**config.mk**
```make
export PLATFORM = sky130hd
export DESIGN_NAME = dcache_assoc_flat
export DESIGN_NICKNAME = d
export VERILOG_FILES = /design/src/rtl/dcache_assoc_if.sv /design/src/rtl/dcache_assoc.sv /design/src/flat_wrapper.sv
export SDC_FILE = /design/constraint.sdc
export NUM_CORES = 1
export LEC_CHECK = 0
export CORE_ASPECT_RATIO = 1.25
export CORE_MARGIN = 2
export CORE_UTILIZATION = 40
export DETAILED_ROUTE_END_ITERATION = 16
export MAX_ROUTING_LAYER = met4
export REMOVE_ABC_BUFFERS = 1
export SYNTH_ARGS = -nofsm -noshare
export SYNTH_HDL_FRONTEND = slang
export SYNTH_SLANG_ARGS = --single-unit
```
**constraint.sdc**
```tcl
create_clock -name clk -period 4.3 [get_ports clk]
set_input_delay 0.645 -clock clk [delete_from_list [all_inputs] [get_ports clk]]
set_output_delay 0.645 -clock clk [all_outputs]
set_load 0.03 [all_outputs]
```
**src/rtl/dcache_assoc_if.sv**
```systemverilog
// CPU byte port and block memory port of the 2-way data cache, bundled as one interface.
interface dcache_assoc_if #(
  parameter int ADDR_W   = 8,
  parameter int OFFSET_W = 2,
  parameter int CNT_W    = 16
);
  localparam int BLK_W = 8 << OFFSET_W;

  logic                       read;
  logic                       write;
  logic [ADDR_W-1:0]          address;
  logic [7:0]                 writedata;
  logic                       flush;
  logic [7:0]                 readdata;
  logic                       busywait;
  logic                       mem_read;
  logic                       mem_write;
  logic [ADDR_W-OFFSET_W-1:0] mem_address;
  logic [BLK_W-1:0]           mem_writedata;
  logic [BLK_W-1:0]           mem_readdata;
  logic                       mem_busywait;
  logic [CNT_W-1:0]           hit_count;
  logic [CNT_W-1:0]           miss_count;

  modport slave (
    input  read, write, address, writedata, flush, mem_readdata, mem_busywait,
    output readdata, busywait, mem_read, mem_write, mem_address, mem_writedata,
           hit_count, miss_count
  );

  modport master (
    output read, write, address, writedata, flush, mem_readdata, mem_busywait,
    input  readdata, busywait, mem_read, mem_write, mem_address, mem_writedata,
           hit_count, miss_count
  );
endinterface

```
**src/rtl/dcache_assoc.sv**
```systemverilog
// 2-way set-associative write-back, write-allocate data cache with LRU,
// whole-cache flush and saturating hit/miss counters.
module dcache_assoc #(
  parameter int ADDR_W   = 8,
  parameter int OFFSET_W = 2,
  parameter int INDEX_W  = 2,
  parameter int CNT_W    = 16
) (
  input logic           clk,
  input logic           rst_n,
  dcache_assoc_if.slave bus
);
  localparam int TAG_W = ADDR_W - INDEX_W - OFFSET_W;
  localparam int SETS  = 1 << INDEX_W;
  localparam int BLK_W = 8 << OFFSET_W;

  localparam logic [2:0] IDLE      = 3'd0;
  localparam logic [2:0] WRITEBACK = 3'd1;
  localparam logic [2:0] FETCH     = 3'd2;
  localparam logic [2:0] UPDATE    = 3'd3;
  localparam logic [2:0] FL_SCAN   = 3'd4;
  localparam logic [2:0] FL_WRITE  = 3'd5;

  logic [2:0]       state;
  logic             valid    [2][SETS];
  logic             dirty    [2][SETS];
  logic             lru      [SETS];
  logic [TAG_W-1:0] tag_mem  [2][SETS];
  logic [BLK_W-1:0] data_mem [2][SETS];
  logic [BLK_W-1:0] fill_q;
  logic [INDEX_W:0] fl_ptr;   // {set, way}: way toggles fastest
  logic             refilled;
  logic [CNT_W-1:0] hit_q;
  logic [CNT_W-1:0] miss_q;

  logic [TAG_W-1:0]    tag_in;
  logic [INDEX_W-1:0]  idx;
  logic [OFFSET_W-1:0] off;
  logic [1:0]          hit_w;
  logic                hit, hit_way, victim, req, done_hit;
  logic                fl_way, fl_last, fl_dirty;
  logic [INDEX_W-1:0]  fl_set;

  assign tag_in = bus.address[ADDR_W-1 -: TAG_W];
  assign idx    = bus.address[OFFSET_W +: INDEX_W];
  assign off    = bus.address[OFFSET_W-1:0];

  assign hit_w[0] = valid[0][idx] && (tag_mem[0][idx] == tag_in);
  assign hit_w[1] = valid[1][idx] && (tag_mem[1][idx] == tag_in);
  assign hit      = |hit_w;
  assign hit_way  = hit_w[1];
  // Fill an empty way before evicting; way 0 wins when both are empty.
  assign victim   = !valid[0][idx] ? 1'b0 : (!valid[1][idx] ? 1'b1 : lru[idx]);
  assign req      = bus.read | bus.write;
  assign done_hit = (state == IDLE) && req && hit;

  assign fl_way   = fl_ptr[0];
  assign fl_set   = fl_ptr[INDEX_W:1];
  assign fl_last  = &fl_ptr;
  assign fl_dirty = valid[fl_way][fl_set] && dirty[fl_way][fl_set];

  assign bus.busywait   = (state != IDLE) || (req && !hit) || (bus.flush && !req);
  assign bus.mem_read   = (state == FETCH);
  assign bus.mem_write  = (state == WRITEBACK) || (state == FL_WRITE);
  assign bus.hit_count  = hit_q;
  assign bus.miss_count = miss_q;

  // NOTE: every output in this block gets a default first, so no latch is inferred.
  always_comb begin
    bus.readdata      = '0;
    bus.mem_address   = '0;
    bus.mem_writedata = '0;
    if (done_hit && bus.read)
      bus.readdata = data_mem[hit_way][idx][{off, 3'b000} +: 8];
    case (state)
      WRITEBACK: begin
        bus.mem_address   = {tag_mem[victim][idx], idx};
        bus.mem_writedata = data_mem[victim][idx];
      end
      FETCH:     bus.mem_address = {tag_in, idx};
      FL_WRITE: begin
        bus.mem_address   = {tag_mem[fl_way][fl_set], fl_set};
        bus.mem_writedata = data_mem[fl_way][fl_set];
      end
      default: ;
    endcase
  end

  // NOTE: state registers use non-blocking assignments so all updates see pre-edge values.
  always_ff @(posedge clk or negedge rst_n) begin
    if (!rst_n) begin
      state    <= IDLE;
      fl_ptr   <= '0;
      refilled <= 1'b0;
      hit_q    <= '0;
      miss_q   <= '0;
      for (int s = 0; s < SETS; s++) begin
        lru[s]      <= 1'b0;
        valid[0][s] <= 1'b0;
        valid[1][s] <= 1'b0;
        dirty[0][s] <= 1'b0;
        dirty[1][s] <= 1'b0;
      end
    end else begin
      case (state)
        IDLE: begin
          if (req) begin
            if (hit) begin
              lru[idx] <= ~hit_way;
              refilled <= 1'b0;
              if (bus.write) dirty[hit_way][idx] <= 1'b1;
              if (!refilled && hit_q != '1) hit_q <= hit_q + 1'b1;
            end else begin
              state <= (valid[victim][idx] && dirty[victim][idx]) ? WRITEBACK : FETCH;
              if (miss_q != '1) miss_q <= miss_q + 1'b1;
            end
          end else if (bus.flush) begin
            state <= FL_SCAN;
          end
        end
        WRITEBACK: if (!bus.mem_busywait) state <= FETCH;
        FETCH:     if (!bus.mem_busywait) state <= UPDATE;
        UPDATE: begin
          valid[victim][idx] <= 1'b1;
          dirty[victim][idx] <= 1'b0;
          refilled           <= 1'b1;
          state              <= IDLE;
        end
        FL_SCAN: begin
          if (fl_dirty) begin
            state <= FL_WRITE;
          end else begin
            fl_ptr <= fl_ptr + 1'b1;   // wraps to 0 after the last line
            if (fl_last) state <= IDLE;
          end
        end
        FL_WRITE: begin
          if (!bus.mem_busywait) begin
            dirty[fl_way][fl_set] <= 1'b0;
            fl_ptr                <= fl_ptr + 1'b1;
            state                 <= fl_last ? IDLE : FL_SCAN;
          end
        end
        default: state <= IDLE;
      endcase
    end
  end

  // NOTE: tag/data arrays carry no reset; valid bits alone decide whether they are meaningful.
  always_ff @(posedge clk) begin
    if (state == FETCH && !bus.mem_busywait) fill_q <= bus.mem_readdata;
    if (state == UPDATE) begin
      data_mem[victim][idx] <= fill_q;
      tag_mem[victim][idx]  <= tag_in;
    end
    if (done_hit && bus.write)
      data_mem[hit_way][idx][{off, 3'b000} +: 8] <= bus.writedata;
  end
endmodule

```
**src/flat_wrapper.sv**
```systemverilog
// flat-port wrapper written by rule: the top's interface ports become plain ports
module dcache_assoc_flat 
#(
  parameter int ADDR_W   = 8,
  parameter int OFFSET_W = 2,
  parameter int INDEX_W  = 2,
  parameter int CNT_W    = 16
)
  (clk, rst_n, bus_read, bus_write, bus_address, bus_writedata, bus_flush, bus_mem_readdata, bus_mem_busywait, bus_readdata, bus_busywait, bus_mem_read, bus_mem_write, bus_mem_address, bus_mem_writedata, bus_hit_count, bus_miss_count);
  dcache_assoc_if #(.ADDR_W(ADDR_W), .OFFSET_W(OFFSET_W), .CNT_W(CNT_W)) bus_i ();
  input logic clk;
  input logic rst_n;
  input wire logic [$bits(bus_i.read)-1:0] bus_read;
  input wire logic [$bits(bus_i.write)-1:0] bus_write;
  input wire logic [$bits(bus_i.address)-1:0] bus_address;
  input wire logic [$bits(bus_i.writedata)-1:0] bus_writedata;
  input wire logic [$bits(bus_i.flush)-1:0] bus_flush;
  input wire logic [$bits(bus_i.mem_readdata)-1:0] bus_mem_readdata;
  input wire logic [$bits(bus_i.mem_busywait)-1:0] bus_mem_busywait;
  output wire logic [$bits(bus_i.readdata)-1:0] bus_readdata;
  output wire logic [$bits(bus_i.busywait)-1:0] bus_busywait;
  output wire logic [$bits(bus_i.mem_read)-1:0] bus_mem_read;
  output wire logic [$bits(bus_i.mem_write)-1:0] bus_mem_write;
  output wire logic [$bits(bus_i.mem_address)-1:0] bus_mem_address;
  output wire logic [$bits(bus_i.mem_writedata)-1:0] bus_mem_writedata;
  output wire logic [$bits(bus_i.hit_count)-1:0] bus_hit_count;
  output wire logic [$bits(bus_i.miss_count)-1:0] bus_miss_count;
  assign bus_i.read = bus_read;
  assign bus_i.write = bus_write;
  assign bus_i.address = bus_address;
  assign bus_i.writedata = bus_writedata;
  assign bus_i.flush = bus_flush;
  assign bus_i.mem_readdata = bus_mem_readdata;
  assign bus_i.mem_busywait = bus_mem_busywait;
  assign bus_readdata = bus_i.readdata;
  assign bus_busywait = bus_i.busywait;
  assign bus_mem_read = bus_i.mem_read;
  assign bus_mem_write = bus_i.mem_write;
  assign bus_mem_address = bus_i.mem_address;
  assign bus_mem_writedata = bus_i.mem_writedata;
  assign bus_hit_count = bus_i.hit_count;
  assign bus_miss_count = bus_i.miss_count;
  dcache_assoc #(.ADDR_W(ADDR_W), .OFFSET_W(OFFSET_W), .INDEX_W(INDEX_W), .CNT_W(CNT_W)) u_core (.clk(clk), .rst_n(rst_n), .bus(bus_i));
endmodule
```
* Word-level counts from Yosys, hierarchy flattened
Memory sizes are Yosys's and may differ from the RTL's.
Index checks and enable logic that the tools add are counted.
** Word-level totals
- Register bits :: 91
- Latch bits :: 0
- Bits in writable memories :: 288
- ROM bits :: 0
- Input port bits :: 54
- Output and inout bits :: 81
- Word-level logic and storage cells :: 223
- Memories :: 2
** Cells by class
- Add/sub/neg operators :: 4
- Multipliers :: 0
- Divide/modulo/power cells :: 0
- Magnitude comparators :: 10
- Eq/ne operators :: 19
- Shift operators :: 3
- Mux-type cells :: 106
- Bitwise operators :: 14
- Reductions and logical operators :: 39
** Memory list
- u_core.data_mem :: words 2, width 128, read ports 3, clocked after Yosys merged registers in 0, wr ports 1, line dcache_assoc.sv:29 : logic [BLK_W-1:0] data_mem [2][SETS];
- u_core.tag_mem :: words 2, width 16, read ports 4, clocked after Yosys merged registers in 0, wr ports 1, line dcache_assoc.sv:28 : logic [TAG_W-1:0] tag_mem [2][SETS];
** Operators by type and width (number)
- $mux W128 :: 4
- $mux W32 :: 8
- $bmux W32 S2 :: 3
- $demux W32 S2 :: 2
- $reduce_or A128 Y1 :: 1
- $mux W4 :: 24
- $pmux W32 S2 :: 1
- $mux W8 :: 5
- $mux W3 :: 11
- $add A16 B1 Y16 const B :: 2
- $bmux W4 S2 :: 4
- $ne A16 B16 Y1 const B :: 2
- $shift A8 B7 Y32 const A :: 1
- $shiftx A32 B6 Y8 :: 1
- $shiftx A8 B7 Y32 :: 1
- $pmux W8 S3 :: 1
- $mux W1 :: 23
- $pmux W6 S3 :: 1
- $logic_and A1 B1 Y1 :: 17
- $and A8 B8 Y8 :: 2
- $mux W16 :: 1
- $not A8 Y8 :: 2
- $or A8 B8 Y8 :: 2
- $pmux W3 S5 :: 1
- 37 further kinds :: 75

* Depth between registers and ports, before layout
Gate-level depths: netlist of the first run.
- Word-level depth :: 18
- Gate-level depth with buffers :: 11
- Gate-level depth less buffers :: 7

* Worst setup path after synthesis of the first run
No wires, ideal clock.
- Kind :: input port to output port
- From :: input bus_address[2]
- To :: output bus_readdata[7]
- Arrival time :: 3.416 ns
- Data required time :: 3.655 ns
- Path slack :: 0.239 ns
- Cell stages on the path :: 11
- Buffers on the path :: 4
- Path through :: buf_6 > buf_6 > mux4_2 > xnor2_1 > and4_1 > buf_2 > nand2_4 > buf_6 > mux2i_1 > mux2_2 > a221oi_1
** On the way
- Cells in the longest elaborated chain, start to end :: 12
- Elaborated cells on any way between the ends :: 26
- Classes of those cells :: eq/ne: 2; shift: 1; mux: 16; bitwise: 1; reduce/logical: 5; memory: 1
** RTL lines
- start, declared :: line flat_wrapper.sv:15 : input wire logic [$bits(bus_i.address)-1:0] bus_address;
- $not A2 Y3 (not written as such) * :: line dcache_assoc.sv:48, dcache_assoc.sv:49, dcache_assoc.sv:74
- $bmux W4 S2 :: line dcache_assoc.sv:49 : assign hit_w[1] = valid[1][idx] && (tag_mem[1][idx] == tag_in);
- $mux W4 (not written as such) (2 in a row) :: line dcache_assoc.sv:49
- $eq A4 B4 Y1 :: line dcache_assoc.sv:49
- $logic_and A1 B1 Y1 :: line dcache_assoc.sv:49
- $mem_v2 Z2 W128
- $bmux W32 S2 :: line dcache_assoc.sv:74 : bus.readdata = data_mem[hit_way][idx][{off, 3'b000} +: 8];
- $mux W32 (not written as such) (2 in a row) :: line dcache_assoc.sv:74
- $shiftx A32 B6 Y8 :: line dcache_assoc.sv:74
- $mux W8 * :: line dcache_assoc.sv:73 : if (done_hit && bus.read)
- end, declared :: line flat_wrapper.sv:20 : output wire logic [$bits(bus_i.readdata)-1:0] bus_readdata;
Every way passes the cells marked *; elsewhere a longest branch is shown, timed or not. The select of a mux whose other input is x is not followed.

==> results of run 1 <==
-- final cells by class --
class | count | area, µm² | share of cell area, %
Clock inverter | 25 | 235.2 | 1.013
Sequential cell | 379 | 11090 | 47.77
Tap cell | 637 | 797.0 | 3.433
Inverter | 8 | 30.03 | 0.1293
Clock buffer | 48 | 1052 | 4.532
Timing Repair Buffer | 262 | 2613 | 11.25
Multi-Input combinational cell | 917 | 7396 | 31.86
Antenna cell | 1 | 2.502 | 0.01078
-- path summary, 6_finish.rpt --
path | end
worst max-delay path | bus_readdata[6]
worst min-delay path | u_core.bus.miss_count[1]
worst max register to register | u_core.data_mem[1][85]
worst min register to register | u_core.bus.hit_count[10]
max in group asynchronous | u_core.dirty[1]
min in group clk | u_core.bus.hit_count[10]
-- state kept, by name, summed over array words and instances, names as in the netlist, 3 cells and up --
register and count:
u_core.tag_mem 32, u_core.bus.hit_count 16, u_core.valid 8, u_core.lru 4, u_core.fill_q 32, u_core.bus.miss_count 16, u_core.state 3, u_core.fl_ptr 3
u_core.data_mem 256, u_core.dirty 8
-- power breakdown --
part	switching [µW]	internal (µW)	total, µW
sequential	275	4520	4800
combinational	2870	1760	4630
clock	1470	1950	3420
total	4610	8230	12800
-- critical path, delay by kind of cell (launching register included) --
kind	cells	cell delay, ns
xor gates and xnor gates	1	0.25
muxes	3	1.10
DFF	1	0.41
buffers and inverters	2	0.38
and+or+nand+nor	3	0.84
-- per-layer routing --
layer | vias up | wire, µm | global-route usage, %
li1 | 5944 | - | -
met2 | 699 | 29710 | 42.39
met4 | 0 | 3568 | 13.78
met3 | 181 | 4381 | 3.710
met1 | 6933 | 23460 | 31.45
met5 | - | 0 | -
-- cell families after synthesis --
logic type,Yosys count
buffers and inverters,114
muxes,186
AOI/OAI and AO/OA,245
and+or+nand+nor,438
adders and majority gates,9
xor gates and xnor gates,39
DFF,379
-- per-stage QoR --
| stage | utilization, % | hold slack [ns] | worst slack (ns) |
|---|---|---|---|
| 2_1_floorplan | - | 0.3494 | -1.607 |
| 3_3_place_gp | 46.65 | 0.4782 | 0.1619 |
| 3_5_place_dp | 46.65 | 0.4863 | 0.1618 |
| 4_1_cts | 49.39 | 0.06416 | 0.1107 |
| 5_1_grt | 49.40 | 0.09439 | 0.02838 |
| 6_report | 49.40 | 0.07048 | 0.1118 |
-- synth_stat cells, types with 31 or more instances --
| library cell | n |
|---|---|
| mux2_2 | 43 |
| xnor2_1 | 37 |
| nand3_1 | 43 |
| a22oi_1 | 72 |
| nand4_1 | 45 |
| mux4_2 | 85 |
| nor2_1 | 64 |
| mux2i_1 | 50 |
| o21ai_0 | 31 |
| nor3_1 | 59 |
| edfxtp_1 | 320 |
| clkbuf_1 | 66 |
| nor2b_1 | 32 |
| a21oi_1 | 41 |
| nand2_1 | 136 |
| dfrtp_1 | 59 |
-- repair_timing --
action,4_1_cts,5_1_grt
endpoints found under the setup margin,0,2
resized for setup,0,1
hold endpoints to repair,0,0
==> results.toml, run 1 <==
[final_layout]
area_growth_pct = 22.53
drive_gt1_share_pct = 24.89
layout_common_cells = "edfxtp_1 (320), buf_4 (142), nand2_1 (136), mux4_2 (85), clkdlybuf4s50_1 (84)"
nets = 1672
stdcell_count = 2277
final_common_cell = "edfxtp_1"
n_fill_cell = 4115
fin_area_um2 = 23220

[timing]
finClkSkew_ns = 0.01330
tightest_slew_ns = 0.7987
final.period_utilization_pct = 97.40
finalCriticalPeriod_ns = 4.188
rsz0062_at_grt = "no"
fmax_mhz = 238.8
relSlewSlack_pct = 46.56
setup_viol = 0
hold_violations = 0
setup_tns_ns = 0
drv_slew = 0

[logic_synthesis]
syn-cell-area_um2 = 18950
ys.warnings.count = 0
synth-seq-area-share_pct = 58.51
synthTopCellsByArea = "edfxtp_1 (51%), mux4_2 (10%), dfrtp_1 (7.8%)"
synth_xor_area_share_pct = 1.803
synth_top_area_share_pct = 50.72
synth_top_area_cell = "edfxtp_1"
synthFlopType = "edfxtp_1"
syn_inst = 1410
synth_fa_ha_area_share_pct = 0.5943
synthDistinctLibCells = 61
synth_top_family_by_area = "multiplexers"
syn_area_per_cell_um2 = 13.44
synth_compound_area_share_pct = 9.245
synth_mux_area_share_pct = 15.78
async_flop_share_pct = 15.57
synthSimpleGateAreaFrac_pct = 11.42
synth_edf_count = 320
ys_seq_elements = 379

[clocking]
hold_buffers = 0
clock_latency_ns = 0.57
cts_tree = "yes"
htreeDepth = 2
clk_pin_slew_ns = 0.06
cts_setup_buffers = 0
cts_root_buffer = "clkbuf_16"
clock_path_buffers = 3
clock_sinks = 379
numCtsBuffers = 41

[detailed_routing]
vias = 13760
dr.first_iter.drc_count = 1521
wl_um = 61130
vias_per_cell = 6.042
wl_per_cell_um = 26.84
drc_errors = 0
ant_nets = 0
first_pass_iters = 5

[global_routing]
grt_max_degree = 72
antenna_found_initial = 1
grt_pass1_vias = 13910
grtUsageTotal_pct = 26.00
grt_pass1_wl_um = 89690
grt_overflow = 0

[floorplanning]
die_area_um2 = 49140
fp.dieW_um = 198.7
pin_count = 135
placementRows = 89
start_util_pct = 40.32
coreArea_um2 = 46990
chipHeight_um = 247.3

[setup_path]
r2r_start = "u_core.state[2]"
worst_ep_arrival_time_ns = 3.54
cpPeakStageDelay_ns = 0.50
crit_path_start_kind = "flip-flop"
cp-end-kind = "output pin"
crit_slowest_cell = "mux4_2"
path_class = "reg2out"
r2r_slack_ns = 1.03
worstPathRequired_ns = 3.65
crit_chain = "mux4_2, xnor2_1, and4_1, nand2_4, buf_12, mux2i_1, mux4_2, nor2_1, buf_12"
crit_fanout = 14
crit_path_start = "u_core.tag_mem[1][6]"
r2r_cells = 9

[flow_run]
cap_viol_max_count = 0

[placed_design]
io_buffers = 134
dp_hpwl_um = 41970
routabilityCongestion = 0.9019
dpl.cell_count = 2203
post_dp_cell_area_um2 = 21920

[power_and_ir_drop]
powerDensity_nw_per_um2 = 553.1
leakagePower_uw = 0.008113
peakVddDrop_uv = 270.8
power_uw = 12840

[min_path]
min_path_type = "in2async"

[outcome]
status = "complete, no violations"
Note: power is estimated with default switching activity, not from simulation.
==> run 2, diff against run 1 <==
Settings changed: GPL_TIMING_DRIVEN from default to 0.
Clock period 4.3 ns to 3.7 ns, I/O delays scaled along.
==> run 2 against run 1 <==
Net effect: clock power increased by 23%; the flow now finishes with violations (setup timing); setup slack got worse by 0.44 ns; first-iteration DRC count increased by 27%; critical path type unchanged; highest routed layer unchanged.
==> results.toml, run 2 (synthesis gave the netlist of run 1 again) <==
[outcome]
status = "finished with violations"
violations = "setup timing"

[clocking]
cts_tree = "yes"
numCtsBuffers = 42
clock_latency_ns = 0.58
clock_sinks = 379
cts_root_buffer = "clkbuf_16"
clock_path_buffers = 3
clk_pin_slew_ns = 0.06
htreeDepth = 2

[global_routing]
grt_pass1_wl_um = 93940
grt_pass1_vias = 13950
antenna_found_initial = 2
grt_overflow = 0
grt_max_degree = 73
grtUsageTotal_pct = 27.65

[final_layout]
final_common_cell = "edfxtp_1"
nets = 1670
fin_util_pct = 51.74
regMostFlops = "u_core.data_mem"
top_regs = "u_core.data_mem (256), u_core.fill_q (32), u_core.tag_mem (32)"
largest_register_ffs = 256
stdcell_count = 2279
area_growth_pct = 28.32
drive_gt1_share_pct = 28.35
layout_common_cells = "edfxtp_1 (320), nand2_1 (136), mux4_2 (85), clkdlybuf4s50_1 (85), buf_4 (74)"

[power_and_ir_drop]
powerDensity_nw_per_um2 = 670.3
power_uw = 16300
leakagePower_uw = 0.008490
comb_power_share_pct = 39.9
pwr-share-seq_pct = 34.2
power.share.clock_pct = 25.9
power_switching_uw = 6111
power.share.switching_pct = 37.50
peakVddDrop_uv = 398.6
internal-power_uw = 10190

[detailed_routing]
first_pass_iters = 7
wl_um = 65380
vias = 14240
ant_nets = 0
wl_per_cell_um = 28.69
drc_errors = 0
vias_per_cell = 6.247
dr.first_iter.drc_count = 1933

[timing]
final.period_utilization_pct = 108.8
worst_hold_slack_ns = 0.4969
setup_slack_ns = -0.3270
relSlewSlack_pct = 3.876
setup_viol = 9
rsz0062_at_grt = "yes"
finClkSkew_ns = 0.02039
fmax_mhz = 248.3
drv_slew = 0
hold_violations = 0
tightest_slew_ns = 1.432
finalCriticalPeriod_ns = 4.027

[placed_design]
dp_slack_ns = -2.103
io_buffers = 134
routabilityCongestion = 0.8642
dp_hpwl_um = 37140
dpl.cell_count = 2097

[floorplanning]
chipHeight_um = 247.3
pin_count = 135
placementRows = 89
start_util_pct = 40.32
die_area_um2 = 49140
coreArea_um2 = 46990
fp.dieW_um = 198.7

[setup_path]
worst_ep_arrival_time_ns = 3.47
path_class = "reg2out"
crit_fanout = 8
crit_path_start_kind = "flip-flop"
cp-end-kind = "output pin"
crit_slowest_cell = "mux4_2"
worstPathRequired_ns = 3.14
cpPeakStageDelay_ns = 0.52
crit_chain = "mux4_2, xnor2_2, and4_4, buf_12, nand2_8, mux2i_2, mux2_2, a221oi_4, buf_6"

[min_path]
min_path_type = "reg2reg"

[flow_run]
cap_viol_max_count = 0
-- run 2: cell types whose count changed in the layout (fill, tap and decap cells not counted), moves of 6 or more --
cell	delta
nor3_2	+8
mux2i_4	+6
buf_4	-68
clkdlybuf4s15_2	+6
mux2i_1	-11
buf_16	+11
nor2_1	-7
dlygate4sd2_1	+22
buf_6	+17
nor3_4	+23
nor2b_4	+7
nor3_1	-31
a221oi_1	-7
buf_12	-18
-- run 2: worst paths after layout --
path | startpoint | endpoint | slack, ns | depth (start not counted)
setup / recovery | u_core.tag_mem[1][3] | bus_readdata[4] | -0.33 | 9
hold / removal | u_core.bus.miss_count[7] | u_core.bus.miss_count[7] | 0.50 | 1
setup reg to reg | u_core.tag_mem[1][3] | u_core.data_mem[1][20] | 0.13 | 7
hold reg to reg | u_core.bus.miss_count[7] | u_core.bus.miss_count[7] | 0.50 | 1
max in group asynchronous | rst_n | u_core.valid[2] | 2.54 | 3
min in group asynchronous | rst_n | u_core.dirty[5] | 0.54 | 2
-- run 2: power groups by stage --
stage                     clock, µW  combinational (µW)  sequential, µW
after detailed placement          0                4930            5830
final                          4220                6500            5570
after global routing           4440                6790            5610
after CTS                      4270                6300            5560
after floorplan                   0                2720            5770
after global placement            0                4140            5980
-- run 2: cell type report --
cell class,instances,area (µm²)
inverters,8,35.03
multi-input cells,925,8197
clock buffers,49,1099
repair buffers,251,2796
clock inverters,28,280.3
diodes,2,5.005
fillers,3974,22680
well taps,637,797.0
flip-flops and latches,379,11100
-- run 2: routing by layer --
metal / global-route usage, % / vias to the layer above / share of wire (%)
met4: 15.12 / 0 / 6.1
met1: 33.83 / 7232 / 37
met2: 43.60 / 825 / 48
met5: - / - / 0
li1: - / 5971 / -
met3: 5.055 / 210 / 9.0
-- run 2: stage by stage --
step / instance area [µm²] / TNS [ns]
2_1_floorplan: 18480 / -481.29
3_3_place_gp: 20610 / -5608.66
3_5_place_dp: 21210 / -713.78
4_1_cts: 24150 / -2.647
5_1_grt: 24310 / -2.942
6_report: 24310 / -2.417
-- run 2: critical path: cells and delay by family (launching register included) --
family,cells,cell delay [ns]
AOI/OAI and AO/OA,1,0.37
xor gates and xnor gates,1,0.21
muxes,3,1.10
DFF,1,0.41
buffers and inverters,2,0.32
and+or+nand+nor,2,0.47
-- run 2: repair_timing --
item | in CTS | in global routing
cloned | 14 | 0
setup endpoints to repair | 573 | 412
pin swaps | 12 | 5
gates resized for setup | 227 | 29
endpoints found under the hold margin | 23 | 0
setup buffers | 75 | 13
hold buffers | 1 | 0
==> run 3, diff against run 2 <==
Settings changed: CTS_BUF_LIST from default to sky130_fd_sc_hd__clkbuf_4, HOLD_SLACK_MARGIN from default to 0.06.
==> run 3 against run 2 <==
Net effect: the run still ends with setup timing left; sequential power about the same; die area unchanged; non-clock buffer count increased by 3; combinational power increased by 7.7%; largest cell class unchanged.
==> results.toml, run 3 (synthesis gave the netlist of run 1 again) <==
[clocking]
clk_pin_slew_ns = 0.08
htreeDepth = 3
clock_latency_ns = 0.89
clock_path_buffers = 3
cts_tree = "yes"
cts_root_buffer = "clkbuf_4"
clock_sinks = 379
numCtsBuffers = 97

[global_routing]
grt_pass1_wl_um = 94350
antenna_found_initial = 1
grt_max_degree = 73
grt_pass1_vias = 14490
grt_overflow = 0
grtUsageTotal_pct = 27.74

[detailed_routing]
wl_um = 66030
ant_nets = 0
drc_errors = 0
wl_per_cell_um = 27.74
vias_per_cell = 6.129
dr.first_iter.drc_count = 1751
vias = 14590
first_pass_iters = 6

[setup_path]
crit_family = "multiplexers"
crit_path_start_kind = "flip-flop"
r2r_slack_ns = -0.01
cp-end-kind = "output pin"
path_buf_inv = 2
worstPathRequired_ns = 3.14
crit_chain = "mux4_2, xnor2_2, and4_4, nand2_8, buf_12, mux2i_4, mux2_2, a221oi_4, buf_6"
cpPeakStageDelay_ns = 0.52
crit_fanout = 5
path_class = "reg2out"
crit_slowest_cell = "mux4_2"
worst_ep_arrival_time_ns = 3.71

[timing]
fmax_mhz = 234.2
finClkSkew_ns = 0.07825
hold_violations = 0
rsz0062_at_grt = "yes"
worst_hold_slack_ns = 0.2331
final.period_utilization_pct = 115.4
finalCriticalPeriod_ns = 4.270
setup_tns_ns = -4.889
setup_slack_ns = -0.5698
drv_slew = 0
relSlewSlack_pct = 15.51
setup_viol = 16
tightest_slew_ns = 1.267

[final_layout]
multiInputGateArea_um2 = 8278
regMostFlops = "u_core.data_mem"
nets = 1726
area_growth_pct = 28.26
stdcell_count = 2380
seqCellArea_um2 = 11110
n_fill_cell = 4023
layout_common_cells = "edfxtp_1 (320), nand2_1 (136), clkbuf_4 (133), clkdlybuf4s50_1 (86), mux4_2 (85)"
top_regs = "u_core.data_mem (256), u_core.fill_q (32), u_core.tag_mem (32)"
largest_register_ffs = 256
final_common_cell = "edfxtp_1"
drive_gt1_share_pct = 33.64

[power_and_ir_drop]
comb_power_share_pct = 43.5
peakVddDrop_uv = 347.1
internal-power_uw = 9772
power_switching_uw = 6298
power.share.switching_pct = 39.19
pwr-share-seq_pct = 34.8
leakagePower_uw = 0.008548
powerDensity_nw_per_um2 = 661.3
power.share.clock_pct = 21.7

[floorplanning]
placementRows = 89
pin_count = 135
die_area_um2 = 49140
chipHeight_um = 247.3
fp.dieW_um = 198.7
start_util_pct = 40.32
coreArea_um2 = 46990

[placed_design]
dpl.cell_count = 2097
routabilityCongestion = 0.8642
dp_hpwl_um = 37140
io_buffers = 134

[flow_run]
cap_viol_max_count = 0

[outcome]
status = "finished with violations"
violations = "setup timing"

[min_path]
min_path_type = "in2async"
==> run 3: per-layer routing <==
layer	GRT usage [%]	wire length, µm
met1	33.24	24070
met2	44.27	31830
met3	5.830	6572
met4	14.51	3559
met5	-	0
==> run 3: metrics by stage <==
stage / power, µW / area [µm²] / setup WS, ns / utilization (%)
global route: 16700 / 24300 / -0.6149 / 51.71
floorplan: 8488 / 18480 / -2.117 / -
global placement: 10120 / 20610 / -11.83 / 43.87
finish: 16070 / 24300 / -0.5698 / 51.71
detailed placement: 10760 / 21210 / -2.103 / 45.14
CTS: 15840 / 24040 / -0.6158 / 51.15
==> run 3: cell type report <==
cell class	count	share of cell area (%)
diodes	1	0.01030
clock buffers	133	4.109
clock inverters	45	0.8135
inverters	8	0.1751
multi-input cells	923	34.06
flip-flops and latches	379	45.70
well taps	637	3.280
repair buffers	254	11.85
==> run 3: worst paths after layout <==
path,startpoint,end,depth (start not counted)
max,u_core.tag_mem[1][3],bus_readdata[3],9
min,rst_n,u_core.dirty[6],2
max reg2reg,u_core.tag_mem[0][7],u_core.data_mem[1][7],8
min reg2reg,u_core.bus.hit_count[14],u_core.bus.hit_count[14],1
max in group asynchronous,rst_n,u_core.valid[4],3
min in group clk,bus_mem_readdata[29],u_core.fill_q[29],1
==> run 3: timing repair <==
| action | 4_1_cts | 5_1_grt |
|---|---|---|
| pin swaps | 25 | 16 |
| hold endpoints to repair | 23 | 0 |
| setup buffers | 77 | 13 |
| gates cloned | 11 | 2 |
| hold buffers | 1 | 0 |
| resized for setup | 400 | 33 |
| setup endpoints to repair | 571 | 384 |
==> run 3: power by group through the flow <==
stage	sequential, µW	clock [µW]	combinational, µW
6_report	5590	3480	7000
5_1_grt	5620	3780	7300
4_1_cts	5570	3550	6710
3_5_place_dp	5830	0	4930
3_3_place_gp	5980	0	4140
2_1_floorplan	5770	0	2720
